$ cat src/rtl/reg_load_arbiter.sv
// Round-robin arbiter giving four requesters one setup/load/hold cycle each on a shared register.
// Define REG_LOAD_ARBITER_READBACK_EN to add a VERIFY readback step that drives a sticky Error flag.
module reg_load_arbiter #(
  parameter int N = 4
) (
  input  logic           Clock,
  input  logic           Clear,
  input  logic [3:0]     Request,
  input  logic [4*N-1:0] RequestData,
  output logic [3:0]     Grant,
  output logic [3:0]     Done,
  output logic           RegLoad,
  output logic           RegEnable,
  output logic [N-1:0]   RegInputData,
  input  logic [N-1:0]   RegOutputData,
  output logic           Busy,
  output logic           Error
);

  localparam logic [2:0] S_IDLE   = 3'd0;
  localparam logic [2:0] S_SETUP  = 3'd1;
  localparam logic [2:0] S_LOAD   = 3'd2;
  localparam logic [2:0] S_HOLD   = 3'd3;
  localparam logic [2:0] S_VERIFY = 3'd4;
  localparam logic [2:0] S_DONE   = 3'd5;

  logic [2:0]   state_reg;
  logic [2:0]   state_next;
  logic [1:0]   ptr_reg;
  logic [1:0]   winner_reg;
  logic [1:0]   pick;
  logic         found;
  logic [N-1:0] data_reg;
  logic [N-1:0] req_data [4];
  logic [3:0]   winner_onehot;

  genvar gi;
  generate
    for (gi = 0; gi < 4; gi++) begin : g_slice
      assign req_data[gi]      = RequestData[gi*N +: N];
      assign winner_onehot[gi] = (winner_reg == 2'(gi));
    end
  endgenerate

  // Search starts at ptr and wraps modulo 4; 2-bit arithmetic supplies the wrap.
  always_comb begin
    pick  = ptr_reg;
    found = 1'b0;
    for (int i = 0; i < 4; i++) begin
      if (!found && Request[ptr_reg + 2'(i)]) begin
        found = 1'b1;
        pick  = ptr_reg + 2'(i);
      end
    end
  end

  always_comb begin
    state_next = S_IDLE;
    case (state_reg)
      S_IDLE:   state_next = (|Request) ? S_SETUP : S_IDLE;
      S_SETUP:  state_next = S_LOAD;
      S_LOAD:   state_next = S_HOLD;
`ifdef REG_LOAD_ARBITER_READBACK_EN
      S_HOLD:   state_next = S_VERIFY;
`else
      S_HOLD:   state_next = S_DONE;
`endif
      S_VERIFY: state_next = S_DONE;
      S_DONE:   state_next = S_IDLE;
      default:  state_next = S_IDLE;
    endcase
  end

  always_ff @(posedge Clock or negedge Clear) begin
    if (!Clear) begin
      state_reg  <= S_IDLE;
      ptr_reg    <= 2'd0;
      winner_reg <= 2'd0;
      data_reg   <= '0;
    end else begin
      state_reg <= state_next;
      if (state_reg == S_IDLE && found) begin
        winner_reg <= pick;
        data_reg   <= req_data[pick];
      end
      if (state_reg == S_DONE) begin
        ptr_reg <= winner_reg + 2'd1;
      end
    end
  end

  // Outputs are registered decodes of the state, so they trail the state register by one cycle.
  always_ff @(posedge Clock or negedge Clear) begin
    if (!Clear) begin
      Grant        <= 4'b0;
      Done         <= 4'b0;
      RegLoad      <= 1'b0;
      RegEnable    <= 1'b0;
      RegInputData <= '0;
      Busy         <= 1'b0;
    end else begin
      Busy    <= (state_reg != S_IDLE);
      RegLoad <= (state_reg == S_LOAD);
      Done    <= (state_reg == S_DONE) ? winner_onehot : 4'b0;
      if (state_reg == S_SETUP || state_reg == S_LOAD ||
          state_reg == S_HOLD  || state_reg == S_VERIFY) begin
        Grant     <= winner_onehot;
        RegEnable <= 1'b1;
      end else begin
        Grant     <= 4'b0;
        RegEnable <= 1'b0;
      end
      if (state_reg == S_SETUP) begin
        RegInputData <= data_reg;
      end
    end
  end

`ifdef REG_LOAD_ARBITER_READBACK_EN
  always_ff @(posedge Clock or negedge Clear) begin
    if (!Clear) begin
      Error <= 1'b0;
    end else if (state_reg == S_VERIFY && RegOutputData != data_reg) begin
      Error <= 1'b1;
    end
  end
`else
  logic unused_readback;
  assign unused_readback = ^RegOutputData;
  assign Error           = 1'b0;
`endif

endmodule

$ cat config.mk
export PLATFORM = sky130hd
export DESIGN_NAME = reg_load_arbiter
export DESIGN_NICKNAME = d
export VERILOG_FILES = /design/src/rtl/reg_load_arbiter.sv
export SDC_FILE = /design/constraint.sdc
export NUM_CORES = 1
export LEC_CHECK = 0
export BUFFER_PORTS_ARGS = -buffer_cell sky130_fd_sc_hd__clkbuf_2
export CAP_MARGIN = 15
export CORE_MARGIN = 2
export CORE_UTILIZATION = 51
export CTS_BUF_LIST = sky130_fd_sc_hd__clkbuf_2 sky130_fd_sc_hd__clkbuf_4 sky130_fd_sc_hd__clkbuf_8
export DETAILED_ROUTE_END_ITERATION = 12
export PLACE_DENSITY = 0.83
export RECOVER_POWER = 25
export SLEW_MARGIN = 0
export SYNTH_ARGS = -nofsm -noshare
export SYNTH_HDL_FRONTEND = slang
export SYNTH_SLANG_ARGS = --single-unit
export TNS_END_PERCENT = 30
$ cat constraint.sdc
create_clock -name Clock -period 1.6 [get_ports Clock]
set_input_delay 0 -clock Clock [delete_from_list [all_inputs] [get_ports Clock]]
set_output_delay 0 -clock Clock [all_outputs]
set_load 0.05 [all_outputs]
==> results of run 1 <==
placed cells by master, fill, tap and decap left out, types with 3 or more instances in the layout:
cell type and count:
mux2_2 5, dfrtp_1 26, inv_1 8, nand2_1 9, o221ai_1 6, and2_1 8, clkbuf_4 3, a21oi_1 4
clkbuf_2 35, buf_4 4, nor2_1 6, ha_1 4, mux2i_1 7
power breakdown:
group	switching [W]	leakage (nW)	internal, W
combinational	0.000911	0.445	0.000567
clock	0.000191	0.0279	0.000253
sequential	0.000197	0.330	0.000914
logic make-up (layout without fill, tap and decap cells):
family | after synthesis | after routing | synth area share
AO/OA/AOI/OAI | 17 | 17 | 0.109
adder cells (fa/ha/maj) | 4 | 4 | 0.0416
buffers and inverters | 11 | 54 | 0.0468
flip-flops | 26 | 26 | 0.541
multiplexers | 13 | 13 | 0.113
other | 1 | 1 | 0.00312
AND/OR/NAND/NOR | 33 | 33 | 0.145
timing repair:
| item | CTS | global route |
|---|---|---|
| endpoints found under the hold margin | 26 | 0 |
| resized for setup | 0 | 1 |
| hold buffers | 1 | 0 |
| setup endpoints to repair | 0 | 4 |
worst min-delay path by stage:
stage	from	end	slack, ps	depth (start not counted)
finish	RequestData[11]	data_reg[3]	-10	3
global placement	Clear	Grant[1]	30	1
global route	RequestData[11]	data_reg[3]	6	3
floorplan	Clear	Busy	-300	0
detailed placement	Clear	Done[3]	40	1
CTS	RequestData[10]	data_reg[2]	0.1	3
routing by layer:
layer	share of wire	up-vias
li1	-	440
met1	0.39	411
met2	0.52	35
met3	0.068	2
met4	0.014	0
met5	0	-
cell type report:
class | instances | area, um^2 | share of cell area
flip-flops and latches | 26 | 651 | 0.432
repair buffers | 42 | 239 | 0.159
multi-input cells | 68 | 499 | 0.331
clock inverters | 1 | 30.0 | 0.0199
well taps | 28 | 35.0 | 0.0233
clock buffers | 3 | 22.5 | 0.0150
inverters | 8 | 30.0 | 0.0199
critical path: cells and delay by family (launching register included):
family                 cells  cell delay [ps]
AOI/OAI and AO/OA          3              460
buffers and inverters      1              160
DFF                        1              450
muxes                      1              210
and+or+nand+nor            1              150
per-stage QoR:
step / worst slack (ps) / hold WS, ps / std cells / cell area, um^2
after floorplan: 154 / -296 / 105 / 1200
after global placement: 76.9 / 28.2 / 171 / 1440
after detailed placement: 55.6 / 42.3 / 171 / 1440
after CTS: 18.3 / 0.135 / 176 / 1500
after global routing: -36.8 / 6.23 / 176 / 1510
final: 57.5 / -14.1 / 176 / 1510
==> flow_metrics.env, run 1 <==
export IMPL_run_status="finished, violations left"
export IMPL_violations="hold timing"
export IMPL_synthesis_nets=135
export IMPL_drt_iter0_markers=10
export IMPL_setup_viol=0
export IMPL_avgSynthCellArea_um2=11.5
export IMPL_crit_type="flop to flop"
export IMPL_final_util=0.681
export IMPL_yosys_top_cells_count="26 x dfrtp_1, 9 x nand2_1, 8 x and2_1, 8 x inv_1, 8 x mux2i_1"
export IMPL_grt_busiest_layer="met2"
export IMPL_max_cap_violations=0
export IMPL_synth_top_cells_by_area="dfrtp_1 54%, mux2i_1 6.7%, mux2_2 4.7%"
export IMPL_area_growth_pct=25.3
export IMPL_die_area_mm2=0.00276
export IMPL_gp_congestion=0.773
export IMPL_clockBufferDepth=2
export IMPL_synth_seq_cells=26
export IMPL_post_route_period_util=0.964
export IMPL_coreArea_mm2=0.00221
export IMPL_max_vdd_ir_drop_v=0.00117
export IMPL_p_leak_nw=0.803
export IMPL_grt_pass1_wl_um=3650
export IMPL_port_buffers=36
export IMPL_max_freq_ghz=0.648
export IMPL_relSlewSlack=0.138
export IMPL_rsz0062_at_grt="yes"
export IMPL_grt_pass1_vias=831
export IMPL_met3_usage=0.0429
export IMPL_postCtsSetupBuffers=0
export IMPL_endpoint="data_reg[1]"
export IMPL_drtPass1Iterations=4
export IMPL_antenna_diode_count=0
export IMPL_power_density_mw_per_mm2=2010
export IMPL_use_met1=0.210
export IMPL_total_power_w=0.00303
export IMPL_cts_root_buf="clkbuf_4"
export IMPL_clock_sinks=26
export IMPL_dieHeight_um=52.6
export IMPL_grt_use_met2=0.340
export IMPL_path_clk_slew_ps=140
export IMPL_synthArstFlopShare=1.00
export IMPL_worst_path_max_fanout=9
export IMPL_grt_max_degree=27
export IMPL_drtAntennaViolNets=0
export IMPL_period_needed_ps=1540
export IMPL_slew_viol_final=0
export IMPL_fillers=184
export IMPL_antenna_found_initial=0
export IMPL_drc=0
export IMPL_overflow=0
export IMPL_yosysTopAreaCell="dfrtp_1"
export IMPL_path_cells="nor3b_1 > o22a_1 > o22ai_2 > buf_12 > mux2i_2 > o221ai_1"
export IMPL_cts_htree_levels=1
export IMPL_cp_end_kind="flop"
export IMPL_vias_per_cell=5.05
export IMPL_startpoint_type="flop"
export IMPL_synthDistinctLibCells=25
export IMPL_start_util=0.544
export IMPL_critPathSlowestCell="dfrtp_1"
export IMPL_yosysMostFrequentCell="dfrtp_1"
export IMPL_fp_row_count=17
export IMPL_hold_class="input pin to flop"
export IMPL_die_w_um=52.6
export IMPL_required_ps=1800
export IMPL_vias=888
export IMPL_tightest_slew_ps=1290
export IMPL_wl_per_cell_um=12.3
export IMPL_seq_area_frac_synth=0.541
export IMPL_nets=179
export IMPL_synth_flop_cell="dfrtp_1"
export IMPL_synth_top_area_frac=0.541
export IMPL_critPathMaxStageDelay_ps=450
export IMPL_r2r_start="ptr_reg[1]"
export IMPL_syn_instance_count=105
export IMPL_whs_ps=-14.1
export IMPL_reg2reg_depth=6
export IMPL_drive_above_1_share=0.358
export IMPL_hold_viol=3
export IMPL_cts_inserted_buffers=3
export IMPL_syn_cell_area_mm2=0.00120
export IMPL_io_pins=42
export IMPL_clock_latency_ps=310
export IMPL_synth_edf_count=0
export IMPL_yosys_warnings=0
export IMPL_skew_ps=3.03
export IMPL_grt_usage=0.184
export IMPL_drt_total_wl_um=2170
export IMPL_worstSetupStartpoint="ptr_reg[1]"
export IMPL_critical_path_arrival_ps=1740
export IMPL_cts_tree="built"
export IMPL_r2r_slack_ps=60
export IMPL_dp_hpwl_um=1730
export IMPL_regToRegEndpoint="data_reg[1]"
export IMPL_setup_tns_ps=0
(Power assumes the default switching activity.)
==> inputs of run 2 (changes only) <==
--- a/config.mk
+++ b/config.mk
@@ -7,11 +7,11 @@
 export LEC_CHECK = 0
 export BUFFER_PORTS_ARGS = -buffer_cell sky130_fd_sc_hd__clkbuf_2
 export CAP_MARGIN = 15
-export CORE_MARGIN = 2
-export CORE_UTILIZATION = 51
+export CORE_MARGIN = 10
+export CORE_UTILIZATION = 46
 export CTS_BUF_LIST = sky130_fd_sc_hd__clkbuf_2 sky130_fd_sc_hd__clkbuf_4 sky130_fd_sc_hd__clkbuf_8
 export DETAILED_ROUTE_END_ITERATION = 12
-export PLACE_DENSITY = 0.83
+export PLACE_DENSITY = 0.79
 export RECOVER_POWER = 25
 export SLEW_MARGIN = 0
 export SYNTH_ARGS = -nofsm -noshare
==> constraint.sdc (replaced) <==
create_clock -name Clock -period 1.26 [get_ports Clock]
set_input_delay 0 -clock Clock [delete_from_list [all_inputs] [get_ports Clock]]
set_output_delay 0 -clock Clock [all_outputs]
set_load 0.05 [all_outputs]
==> run 2 against run 1 <==
Against the previous run:
- the run ends with hold timing, setup timing left
- sequential power rose by 26%
- power rose by 31%
- core utilization fell by 4.0 points
- critical path depth did not move
- first-iteration DRC count rose to 3.0 times the previous value
- sequential cell count did not move
- combinational power rose by 35%
- setup slack got worse by 320 ps
- non-clock buffer count rose by 7
- wire length rose by 24%
- sequential share of layout area fell by 2.1 points
- critical path type unchanged
- highest routed layer unchanged
==> flow_metrics.env, run 2 (synthesis results as in run 1) <==
export IMPL_run_status="finished, violations left"
export IMPL_violations="hold timing, setup timing"
export IMPL_critPathSlowestCell="dfrtp_1"
export IMPL_final_common_cell="clkbuf_2"
export IMPL_endpoint="data_reg[3]"
export IMPL_dieHeight_um=71.1
export IMPL_overflow=0
export IMPL_dp_cells=175
export IMPL_drive_above_1_share=0.394
export IMPL_relSlewSlack=0.581
export IMPL_drtPass1Iterations=2
export IMPL_crit_type="flop to flop"
export IMPL_cp_top_family="compound AO/OA/AOI/OAI gates"
export IMPL_port_buffers=36
export IMPL_r2r_slack_ps=-260
export IMPL_clockBufferDepth=2
export IMPL_cts_htree_levels=1
export IMPL_cp_end_kind="flop"
export IMPL_vias_per_cell=5.09
export IMPL_drc=0
export IMPL_wl_per_cell_um=14.5
export IMPL_dp_hpwl_um=2140
export IMPL_grt_max_degree=27
export IMPL_die_w_um=71.1
export IMPL_period_needed_ps=1520
export IMPL_whs_ps=-0.958
export IMPL_cts_root_buf="clkbuf_4"
export IMPL_drt_total_wl_um=2690
export IMPL_hold_viol=1
export IMPL_antenna_found_initial=0
export IMPL_critical_path_arrival_ps=1740
export IMPL_crit_buf_inv=1
export IMPL_fin_ws_ps=-263
export IMPL_required_ps=1470
export IMPL_worst_path_max_fanout=9
export IMPL_vias=942
export IMPL_critPathMaxStageDelay_ps=420
export IMPL_cts_tree="built"
export IMPL_rsz0062_at_grt="yes"
export IMPL_power_density_mw_per_mm2=2500
export IMPL_tightest_slew_ps=628
export IMPL_fp_row_count=18
export IMPL_worstSetupStartpoint="ptr_reg[1]"
export IMPL_drt_iter0_markers=30
export IMPL_coreArea_mm2=0.00248
export IMPL_slew_viol_final=0
export IMPL_r2r_start="ptr_reg[1]"
export IMPL_gp_congestion=0.734
export IMPL_layout_common_cells="36 x clkbuf_2, 24 x dfrtp_1, 9 x nand2_1"
export IMPL_clock_latency_ps=320
export IMPL_postCtsSetupBuffers=0
export IMPL_max_cap_violations=0
export IMPL_start_util=0.485
export IMPL_path_cells="nor3b_1 > o22a_1 > o22ai_2 > buf_12 > mux2i_1 > o221ai_1"
export IMPL_max_freq_ghz=0.657
export IMPL_cts_inserted_buffers=3
export IMPL_fillers=209
export IMPL_path_clk_slew_ps=140
export IMPL_grt_pass1_vias=1068
export IMPL_drtAntennaViolNets=0
export IMPL_final_util=0.641
export IMPL_antenna_diode_count=0
export IMPL_area_growth_pct=32.0
export IMPL_total_power_w=0.00398
export IMPL_die_area_mm2=0.00506
export IMPL_grt_usage=0.108
export IMPL_crit_cells=6
export IMPL_setup_tns_ps=-1360
export IMPL_skew_ps=1.58
export IMPL_p_leak_nw=0.840
export IMPL_post_route_period_util=1.21
export IMPL_regToRegEndpoint="data_reg[3]"
export IMPL_stdcell_count=185
export IMPL_reg2reg_depth=6
export IMPL_nets=186
export IMPL_clock_sinks=26
export IMPL_max_vdd_ir_drop_v=0.00184
export IMPL_io_pins=42
export IMPL_hold_class="input pin to flop"
export IMPL_grt_pass1_wl_um=4550
export IMPL_startpoint_type="flop"
export IMPL_setup_viol=10
## run 2: changes by cell type in the layout (fill, tap and decap cells not counted), sizes merged
cell         change
dlygate4sd3      +5
buf              +2
## run 2: where the power goes
part | switching, W | total, W | internal [W]
clock | 0.000256 | 0.000578 | 0.000322
combinational | 0.00120 | 0.00200 | 0.000798
sequential | 0.000232 | 0.00140 | 0.00117
## run 2: metal layers
metal | track usage | up-vias | wire length, um
li1 | - | 457 | -
met1 | 0.106 | 445 | 979
met2 | 0.190 | 36 | 1360
met3 | 0.0558 | 4 | 331
met4 | 0.0387 | 0 | 23
met5 | 0 | - | 0
## run 2: layout make-up
| class | count | area, um^2 | area share |
|---|---|---|---|
| Clock buffer | 3 | 22.5 | 0.0142 |
| Clock inverter | 1 | 30.0 | 0.0189 |
| Inverter | 8 | 30.0 | 0.0189 |
| Multi-Input combinational cell | 68 | 509 | 0.321 |
| Sequential cell | 26 | 653 | 0.411 |
| Tap cell | 30 | 37.5 | 0.0236 |
| Timing Repair Buffer | 49 | 305 | 0.192 |
## run 2: tightest hold or removal path: cells and delay by family
kind                   cells  cell delay (ps)
multiplexers               1               60
buffers and inverters      1               70
AO/OA/AOI/OAI              1              160
## run 2: worst min-delay path by stage
stage,from,end,depth (start not counted)
floorplan,Clear,Busy,0
global placement,Clear,Grant[1],1
detailed placement,Clear,Done[1],1
CTS,RequestData[14],data_reg[2],3
global route,RequestData[0],data_reg[0],3
finish,RequestData[14],data_reg[2],3
## run 2: stage by stage
| step | cell area (um^2) | worst slack (ps) |
|---|---|---|
| floorplan | 1200 | -162 |
| global placement | 1460 | -212 |
| detailed placement | 1460 | -261 |
| CTS | 1570 | -272 |
| global route | 1590 | -359 |
| finish | 1590 | -263 |
## run 2: timing repair
action                                 4_1_cts  5_1_grt
gates resized for setup                      5        1
pin swaps                                    2        1
hold buffers                                 5        1
endpoints found under the hold margin       28        1
setup endpoints to repair                   14       15
